===== config.mk =====
export PLATFORM = sky130hd
export DESIGN_NAME = framebuffer_writer
export DESIGN_NICKNAME = d
export VERILOG_FILES = /design/src/rtl/fb_pkg.sv /design/src/rtl/fb_fifo.sv /design/src/rtl/framebuffer_writer.sv
export SDC_FILE = /design/constraint.sdc
export NUM_CORES = 1
export LEC_CHECK = 0
export BUFFER_PORTS_ARGS = -buffer_cell sky130_fd_sc_hd__buf_2
export CORE_ASPECT_RATIO = 0.6
export CORE_MARGIN = 5
export CORE_UTILIZATION = 55
export DETAILED_ROUTE_END_ITERATION = 12
export MAX_ROUTING_LAYER = met4
export PLACE_DENSITY_LB_ADDON = 0.05
export SKIP_LAST_GASP = 1
export SLEW_MARGIN = 30
export SYNTH_ARGS = -nofsm -noshare
export SYNTH_HDL_FRONTEND = slang
export SYNTH_SLANG_ARGS = --single-unit

===== constraint.sdc =====
create_clock -name clk -period 7 [get_ports clk]
set_input_delay 2.1 -clock clk [delete_from_list [all_inputs] [get_ports clk]]
set_output_delay 2.1 -clock clk [all_outputs]
set_load 0.01 [all_outputs]

===== src/rtl/fb_pkg.sv =====
// Shared types and default geometry for the framebuffer write path.
// The pixel record travels through the input FIFO as a packed struct.
package fb_pkg;

  localparam int FB_H_RES     = 320;
  localparam int FB_V_RES     = 240;
  localparam int FB_ADDR_W    = 17;
  localparam int FB_DATA_W    = 16;
  localparam int FB_LAST_ADDR = FB_H_RES * FB_V_RES - 1;

  // Coordinate counters only need to survive until the next sol/sof.
  localparam int FB_X_W = 10;
  localparam int FB_Y_W = 9;

  typedef struct packed {
    logic [FB_DATA_W-1:0] data;
    logic                 sof;
    logic                 sol;
  } pix_t;

  typedef enum logic {
    SYNC = 1'b0,
    RUN  = 1'b1
  } state_e;

endpackage


===== src/rtl/fb_fifo.sv =====
// Small synchronous FIFO with a registered occupancy count.
// The head entry is visible combinationally on rdata_o whenever empty_o is low.
module fb_fifo #(
  parameter int DEPTH = 4,
  parameter int WIDTH = 18
) (
  input  logic                     clk,
  input  logic                     rst_n,
  input  logic                     push_i,
  input  logic [WIDTH-1:0]         wdata_i,
  input  logic                     pop_i,
  output logic [WIDTH-1:0]         rdata_o,
  output logic                     full_o,
  output logic                     empty_o,
  output logic [$clog2(DEPTH):0]   count_o
);

  localparam int PTR_W = $clog2(DEPTH);
  localparam int CNT_W = PTR_W + 1;

  logic [WIDTH-1:0] mem_q [DEPTH];
  logic [PTR_W-1:0] wr_ptr_q, rd_ptr_q;
  logic [CNT_W-1:0] count_q;
  logic             push_ok, pop_ok;

  assign full_o  = (count_q == CNT_W'(DEPTH));
  assign empty_o = (count_q == '0);
  assign count_o = count_q;
  assign rdata_o = mem_q[rd_ptr_q];

  assign push_ok = push_i && !full_o;
  assign pop_ok  = pop_i && !empty_o;

  // NOTE: storage is not reset; the pointers and count alone decide which entries are valid.
  always_ff @(posedge clk) begin
    if (push_ok) mem_q[wr_ptr_q] <= wdata_i;
  end

  // NOTE: sequential state uses non-blocking assignments so every register samples pre-edge values.
  always_ff @(posedge clk or negedge rst_n) begin
    if (!rst_n) begin
      wr_ptr_q <= '0;
      rd_ptr_q <= '0;
      count_q  <= '0;
    end else begin
      if (push_ok) wr_ptr_q <= wr_ptr_q + PTR_W'(1);
      if (pop_ok)  rd_ptr_q <= rd_ptr_q + PTR_W'(1);
      count_q <= count_q + CNT_W'(push_ok) - CNT_W'(pop_ok);
    end
  end

endmodule


===== src/rtl/framebuffer_writer.sv =====
// Raster RGB565 stream to video RAM writer: tracks x/y from sof/sol, clips, writes at row_base+x.
// Define FB_SWAP_EN for double buffering (display_bank output, bank bit as mem_addr MSB).
module framebuffer_writer
  import fb_pkg::*;
#(
  parameter int H_RES      = FB_H_RES,
  parameter int V_RES      = FB_V_RES,
  parameter int ADDR_W     = FB_ADDR_W,
  parameter int DATA_W     = FB_DATA_W,
  parameter int FIFO_DEPTH = 4
) (
  input  logic              clk,
  input  logic              resetn,
  input  logic              pix_valid,
  output logic              pix_ready,
  input  logic [DATA_W-1:0] pix_data,
  input  logic              pix_sol,
  input  logic              pix_sof,
`ifdef FB_SWAP_EN
  output logic [ADDR_W:0]   mem_addr,
`else
  output logic [ADDR_W-1:0] mem_addr,
`endif
  output logic [DATA_W-1:0] mem_wdata,
  output logic              mem_we,
  input  logic              mem_ack,
  output logic              frame_done,
  output logic              overflow,
`ifdef FB_SWAP_EN
  output logic              busy,
  output logic              display_bank
`else
  output logic              busy
`endif
);

  localparam logic [ADDR_W-1:0] LAST_ADDR = ADDR_W'(H_RES * V_RES - 1);
  localparam logic [FB_X_W-1:0] X_LIM     = FB_X_W'(H_RES);
  localparam logic [FB_Y_W-1:0] Y_LIM     = FB_Y_W'(V_RES);
  localparam logic [ADDR_W-1:0] ROW_STEP  = ADDR_W'(H_RES);

  pix_t                       push_pix, head_pix;
  logic                       fifo_full, fifo_empty;
  logic [$clog2(FIFO_DEPTH):0] fifo_count;
  logic                       push, pop, take;

  state_e                     state_q, state_d;
  logic [FB_X_W-1:0]          x_q, x_d;
  logic [FB_Y_W-1:0]          y_q, y_d;
  logic [ADDR_W-1:0]          row_q, row_d;
  logic [ADDR_W-1:0]          addr_q, addr_d;
  logic [DATA_W-1:0]          wdata_q, wdata_d;
  logic                       we_q, we_d;
  logic                       done_q, done_d;
  logic                       ovf_q, ovf_d;
  logic                       ready_en_q;

  assign push_pix.data = pix_data;
  assign push_pix.sof  = pix_sof;
  assign push_pix.sol  = pix_sol;

  // Ready stays low through reset and the first edge after release.
  assign pix_ready = ready_en_q && !fifo_full;
  assign push      = pix_valid && pix_ready;
  assign pop       = !fifo_empty && (!we_q || mem_ack);

  fb_fifo #(
    .DEPTH (FIFO_DEPTH),
    .WIDTH ($bits(pix_t))
  ) u_fifo (
    .clk     (clk),
    .rst_n   (resetn),
    .push_i  (push),
    .wdata_i (push_pix),
    .pop_i   (pop),
    .rdata_o (head_pix),
    .full_o  (fifo_full),
    .empty_o (fifo_empty),
    .count_o (fifo_count)
  );

  // NOTE: every signal driven here gets a default first, so no path can infer a latch.
  always_comb begin
    state_d = state_q;
    x_d     = x_q;
    y_d     = y_q;
    row_d   = row_q;
    addr_d  = addr_q;
    wdata_d = wdata_q;
    we_d    = we_q;
    take    = 1'b0;

    if (we_q && mem_ack) we_d = 1'b0;

    if (pop) begin
      if (head_pix.sof) begin
        state_d = RUN;
        x_d     = '0;
        y_d     = '0;
        row_d   = '0;
        take    = 1'b1;
      end else if (state_q == RUN) begin
        take = 1'b1;
        if (head_pix.sol) begin
          x_d   = '0;
          y_d   = y_q + FB_Y_W'(1);
          row_d = row_q + ROW_STEP;
        end else begin
          x_d = x_q + FB_X_W'(1);
        end
      end

      // Out-of-range pixels still advance the counters but never reach the RAM.
      if (take && (x_d < X_LIM) && (y_d < Y_LIM)) begin
        we_d    = 1'b1;
        addr_d  = row_d + ADDR_W'(x_d);
        wdata_d = head_pix.data;
      end
    end

    done_d = we_q && mem_ack && (addr_q == LAST_ADDR);
    ovf_d  = ovf_q || (pix_valid && fifo_full);
  end

  always_ff @(posedge clk or negedge resetn) begin
    if (!resetn) begin
      state_q    <= SYNC;
      x_q        <= '0;
      y_q        <= '0;
      row_q      <= '0;
      addr_q     <= '0;
      wdata_q    <= '0;
      we_q       <= 1'b0;
      done_q     <= 1'b0;
      ovf_q      <= 1'b0;
      ready_en_q <= 1'b0;
    end else begin
      state_q    <= state_d;
      x_q        <= x_d;
      y_q        <= y_d;
      row_q      <= row_d;
      addr_q     <= addr_d;
      wdata_q    <= wdata_d;
      we_q       <= we_d;
      done_q     <= done_d;
      ovf_q      <= ovf_d;
      ready_en_q <= 1'b1;
    end
  end

`ifdef FB_SWAP_EN
  logic bank_q;

  // The displayed bank flips on the same edge that raises frame_done.
  always_ff @(posedge clk or negedge resetn) begin
    if (!resetn) bank_q <= 1'b0;
    else         bank_q <= bank_q ^ done_d;
  end

  assign display_bank = bank_q;
  assign mem_addr     = {~bank_q, addr_q};
`else
  assign mem_addr = addr_q;
`endif

  assign mem_wdata  = wdata_q;
  assign mem_we     = we_q;
  assign frame_done = done_q;
  assign overflow   = ovf_q;
  assign busy       = (fifo_count != '0) || we_q;

endmodule


==> flow_summary.ini, run 1 <==
[synthesis]
synth_enable_flop_cells = 72
syn_area_mm2 = 0.00727
syn_nets = 670
synth.distinct_cells = 59
ys_warn_count = 0
synth-main-ff-cell = dfrtp_1
syn_area_per_cell_um2 = 11.6
synth-seq-area-share_pct = 57.6
synth_most_common_cell = nand2_1
synth_top_area_cell = edfxtp_1
netlist_instances = 628
synth_area_leaders = edfxtp_1, dfrtp_1, nand2_1, mux4_2, ha_1
synth_seq_cells = 153
yosysTopAreaCellShare_pct = 29.8
async_reset_ff_share_pct = 52.9
yosys-top-cells-count = nand2_1, dfrtp_1, edfxtp_1

[clock_network]
clk_pin_slew_ps = 70
h-tree-depth = 4
cts_buffer_depth = 2
cts_setup_buffers = 0
cts_made_buffers = 17
clock_sinks = 153
clk_latency_ps = 430
cts_tree = built
cts_hold_buf = 0
post_cts_resized = 0
cts-root-buf = clkbuf_16

[global_routing]
antenna_found_initial = 0
grt_max_degree = 82
grt-ovfl-total = 0
grt_pass1_wl_um = 26500
track_usage_pct = 22.5
grt_pass1_vias = 4970

[sta]
fmax_mhz = 199
finalHoldViolCount = 0
finalCritPeriodShare_pct = 71.9
slew_headroom_pct = 35.4
maxSlewViolCount = 0
finalCriticalPeriod_ps = 5030
fin_setup_tns_ps = 0
rsz0062_at_grt = false
setup_viol = 0
fin_skew_ps = 15.8
tightest_slew_ps = 970

[route]
drtPass1Iterations = 5
drc = 0
vias = 5065
drtIter0Drc = 376
wl_per_cell_um = 18.4
ant_nets = 0
routed_wl_um = 16000
viasPerCell = 5.82

[setup_path]
endpoint_kind = register
arrival_ps = 5310
rrSetupSlack_ps = 1970
r2r_start = u_fifo.rd_ptr_q[0]$_DFFE_PN0P_
critPathLaunchType = register
timing.rr.end = mem_addr[15]$_DFFE_PN0P_
r2r.worst_path.cells = 12
startpoint = u_fifo.rd_ptr_q[0]$_DFFE_PN0P_
critPathKind = register to register
cp.required_ps = 7280
worstPathMaxFanout = 16

[place]
gp_congestion = 0.893
hpwl_um = 10900
io_buffers = 59

[finish]
drive_above_1_share_pct = 19.0
fillers = 994
area_growth_pct = 14.8
multi_input_area_mm2 = 0.00291
diodes = 0
final_util_pct = 64.7
nets = 730
seqCellArea_mm2 = 0.00419

[die]
std_cell_rows = 32
coreArea_mm2 = 0.0129
initial_utilization_pct = 56.4
io-pin-count = 60
die-area_mm2 = 0.0157
die_w_um = 158
die_h_um = 99.0

[hold_path]
holdPathEnd = mem_wdata[9]$_DFFE_PN0P_
hp-start = mem_wdata[9]$_DFFE_PN0P_
hp-class = register to register
worstHoldPathCells = 2

[pwr]
pwr_density_cell_mw_per_mm2 = 367
p_leak_uw = 0.00347
ir_worst_vdd_uv = 202

[run]
cap_violations = 0

[status]
outcome = completed
==> state kept, by name, summed over array words and instances, names as in the netlist <==
| register | count |
|---|---|
| state_q | 1 |
| overflow | 1 |
| u_fifo.count_o | 3 |
| mem_wdata | 16 |
| u_fifo.mem_q | 72 |
| u_fifo.rd_ptr_q | 2 |
| x_q | 10 |
| y_q | 9 |
| mem_we | 1 |
| ready_en_q | 1 |
| mem_addr | 17 |
| frame_done | 1 |
| u_fifo.wr_ptr_q | 2 |
| row_q | 17 |
==> placed cells by master, fill, tap and decap left out, types with 5 or more instances in the layout <==
cell type,n
xor2_1,8
nand3_1,9
inv_6,5
a2111o_1,5
inv_1,21
dfrtp_1,81
ha_1,18
nand4_1,14
buf_4,6
and3_1,7
nand2_1,144
clkbuf_16,17
buf_2,58
a21o_1,7
a21oi_1,18
nor4_1,6
mux4_2,18
o31ai_1,12
o211ai_1,6
nor2b_1,7
and4_1,5
edfxtp_1,72
and2_1,13
o21ai_0,27
xnor2_1,16
nor3_1,5
nor2_1,25
==> worst max-delay path by stage <==
stage / slack [ps] / to / depth (start not counted)
after CTS: 2010 / mem_addr[15]$_DFFE_PN0P_ / 12
after global placement: 2180 / mem_addr[15]$_DFFE_PN0P_ / 12
final: 1970 / mem_addr[15]$_DFFE_PN0P_ / 12
after detailed placement: 2040 / mem_addr[15]$_DFFE_PN0P_ / 12
after floorplan: 3040 / u_fifo.count_o[2]$_DFF_PN0_ / 11
after global routing: 1570 / mem_addr[15]$_DFFE_PN0P_ / 12
==> per-layer routing <==
layer	global-route usage, %	up-vias	share of wire [%]
met1	34.2	2469	50
met4	4.65	0	0.66
li1	-	2407	-
met5	-	-	0
met3	5.62	13	7.2
met2	30.7	176	42
==> where the power goes <==
group / internal [uW] / total (uW) / leakage (uW) / switching (uW)
Combinational: 348 / 901 / 0.00145 / 552
Clock: 540 / 940 / 0.000298 / 400
Sequential: 1100 / 1220 / 0.00172 / 122
==> area by class of cell <==
class                      instances  share of cell area, %
clock buffer                      17                   5.10
sequential                       153                   50.2
inverter                          21                  0.945
tap                              170                   2.55
timing repair buffer              66                   4.29
clock inverter                    15                   2.10
multi-input combinational        429                   34.8
==> logic make-up (layout without fill, tap and decap cells) <==
group | after synthesis | after routing | share of synthesized area [%]
xor+xnor | 25 | 25 | 3.20
fa+ha+maj | 20 | 20 | 3.65
simple gates | 253 | 253 | 16.3
mux | 23 | 23 | 6.34
flops | 153 | 153 | 57.6
other cells | 1 | 1 | 0.0516
buf+inv | 46 | 119 | 2.72
compound gates | 107 | 107 | 10.1
==> critical path, stage by stage (launching register included) <==
cell,delay [ps]
dfrtp_1,780
buf_4,360
mux4_2,730
a21o_1,370
a21oi_1,230
ha_1,330
nand3_1,120
o211ai_1,130
o41ai_1,540
a211oi_1,180
o21ai_0,710
a2111o_1,280
o221ai_1,110
==> metrics by stage <==
stage                     power (uW)  instance area (um2)  setup WS (ps)  std cells  hold slack, ps
after floorplan                 1860                 7270           3040        628             445
after global placement          2120                 7720           2180        838             452
after detailed placement        2150                 7740           2040        839             459
after CTS                       3090                 8340           2010        871             476
after global routing            3250                 8340           1570        871             490
final                           3060                 8340           1970        871             473
(Power assumes the default switching activity.)
==> inputs of run 2 (changes only) <==
- clock period: 7 -> 4.8 ns (I/O delays scaled with it)
==> run 2 against run 1 <==
  * Cell count is 0.34% higher
  * Sequential cell count stayed put
  * Critical path type unchanged
  * Global-route usage is 0.46 points higher
==> flow_summary.ini, run 2 (same netlist as run 1, synthesis figures left out) <==
[status]
outcome = completed

[clock_network]
h-tree-depth = 4
cts_hold_buf = 0
clk_latency_ps = 430
cts-root-buf = clkbuf_16
cts_tree = built
clock_sinks = 153
cts_buffer_depth = 2
clk_pin_slew_ps = 70
post_cts_resized = 0
cts_setup_buffers = 0
cts_made_buffers = 17

[finish]
nets = 733
largest_reg_flops = 72
layout_commonest_cell = nand2_1
regMostFlops = u_fifo.mem_q
mostFrequentLayoutCells = nand2_1, dfrtp_1, edfxtp_1
area_growth_pct = 14.8
drive_above_1_share_pct = 19.7
diodes = 0
seqCellArea_mm2 = 0.00419
multi_input_area_mm2 = 0.00291
fin_area_mm2 = 0.00834
fillers = 989

[pwr]
p_sw_share_pct = 36.3
pwr-share-seq_pct = 39.9
power.switching_uw = 1610
power_frac_comb_pct = 30.6
pwr-share-clk_pct = 29.5
pwr_density_cell_mw_per_mm2 = 530
ir_worst_vdd_uv = 241
intPower_uw = 2820
p_leak_uw = 0.00346

[sta]
finalCritPeriodShare_pct = 86.0
rsz0062_at_grt = false
tightest_slew_ps = 928
fin_skew_ps = 8.41
maxSlewViolCount = 0
fmax_mhz = 242
finalHoldViolCount = 0
slew_headroom_pct = 38.2
fin_setup_tns_ps = 0
setup_viol = 0
finalCriticalPeriod_ps = 4130

[die]
die_h_um = 99.0
io-pin-count = 60
initial_utilization_pct = 56.4
coreArea_mm2 = 0.0129
die_w_um = 158
std_cell_rows = 32
die-area_mm2 = 0.0157

[setup_path]
worstPathMaxFanout = 31
arrival_ps = 4410
worstPathCellList = buf_4 -> mux4_2 -> buf_4 -> nor2_1 -> ha_1 -> a21oi_1 -> o211ai_1 -> o41ai_1 -> buf_4 -> a211oi_1 -> o21ai_0 -> a2111o_1 -> o221ai_1
cpMaxStageDelayCell = o21ai_0
path_common_cell = buf_4
critPathKind = register to register
critPathLaunchType = register
cp.required_ps = 5080
endpoint_kind = register
max_stage_delay_ps = 670
rrSetupSlack_ps = 670

[route]
ant_nets = 0
routed_wl_um = 16300
drtIter0Drc = 508
viasPerCell = 5.86
drc = 0
drtPass1Iterations = 5
wl_per_cell_um = 18.6
vias = 5121

[global_routing]
grt_pass1_vias = 5030
grt-ovfl-total = 0
grt_pass1_wl_um = 26700
grt_max_degree = 67
antenna_found_initial = 0
track_usage_pct = 22.9

[place]
io_buffers = 59
hpwl_um = 11100
dpl_cell_area_mm2 = 0.00775
gp_congestion = 0.911

[hold_path]
hp-class = register to register

[run]
cap_violations = 0
==> run 2: cell types whose count changed in the layout (fill, tap and decap cells not counted), sizes merged <==
cell      before  now
bufinv         2    0
clkinvlp       0    3
buf           66   69
inv           30   29
==> run 2: power by group through the flow <==
stage          sequential, uW  combinational [uW]  clock, uW
2_1_floorplan            1790                 916          0
6_report                 1770                1350       1300
5_1_grt                  1790                1510       1390
4_1_cts                  1770                1360       1320
3_3_place_gp             1780                1320          0
3_5_place_dp             1790                1350          0
==> run 2: worst paths after layout <==
path,from,cells after the start,to
worst min register to register,mem_wdata[0]$_DFFE_PN0P_,2,mem_wdata[0]$_DFFE_PN0P_
worst max register to register,u_fifo.rd_ptr_q[0]$_DFFE_PN0P_,13,mem_addr[15]$_DFFE_PN0P_
worst min-delay path,mem_wdata[0]$_DFFE_PN0P_,2,mem_wdata[0]$_DFFE_PN0P_
worst max-delay path,u_fifo.rd_ptr_q[0]$_DFFE_PN0P_,13,mem_addr[15]$_DFFE_PN0P_
min in group asynchronous,resetn,1,mem_wdata[6]$_DFFE_PN0P_
max in group asynchronous,resetn,2,state_q$_DFFE_PN0P_
==> run 2: layout make-up <==
type | instances | area share [%]
clock buffer | 17 | 5.10
clock inverter | 15 | 1.84
inverter | 21 | 0.945
multi-input combinational | 429 | 34.8
sequential | 153 | 50.2
tap | 170 | 2.55
timing repair buffer | 69 | 4.51
==> run 2: stage by stage <==
stage / worst slack, ps / power, uW / utilization [%] / hold WS (ps) / instances
2_1_floorplan: 1200 / 2710 / - / 445 / 628
3_3_place_gp: 885 / 3100 / 60.1 / 451 / 842
3_5_place_dp: 711 / 3140 / 60.1 / 452 / 842
4_1_cts: 678 / 4450 / 64.6 / 475 / 874
5_1_grt: 339 / 4700 / 64.7 / 484 / 874
6_report: 671 / 4420 / 64.7 / 468 / 874
==> run 2: worst max-delay path, delay by kind of cell, from the launching register on <==
family,cells,cell delay (ps)
adders and majority gates,1,290
DFF,1,400
and+or+nand+nor,1,280
buffers and inverters,3,720
muxes,1,540
AOI/OAI and AO/OA,7,1760
==> run 2: metal layers <==
metal	wire length [um]	track usage, %	vias up
met5	0	-	-
met4	126	5.11	0
met3	1170	6.06	15
met2	7020	31.9	176
met1	7980	34.0	2529
li1	-	-	2401
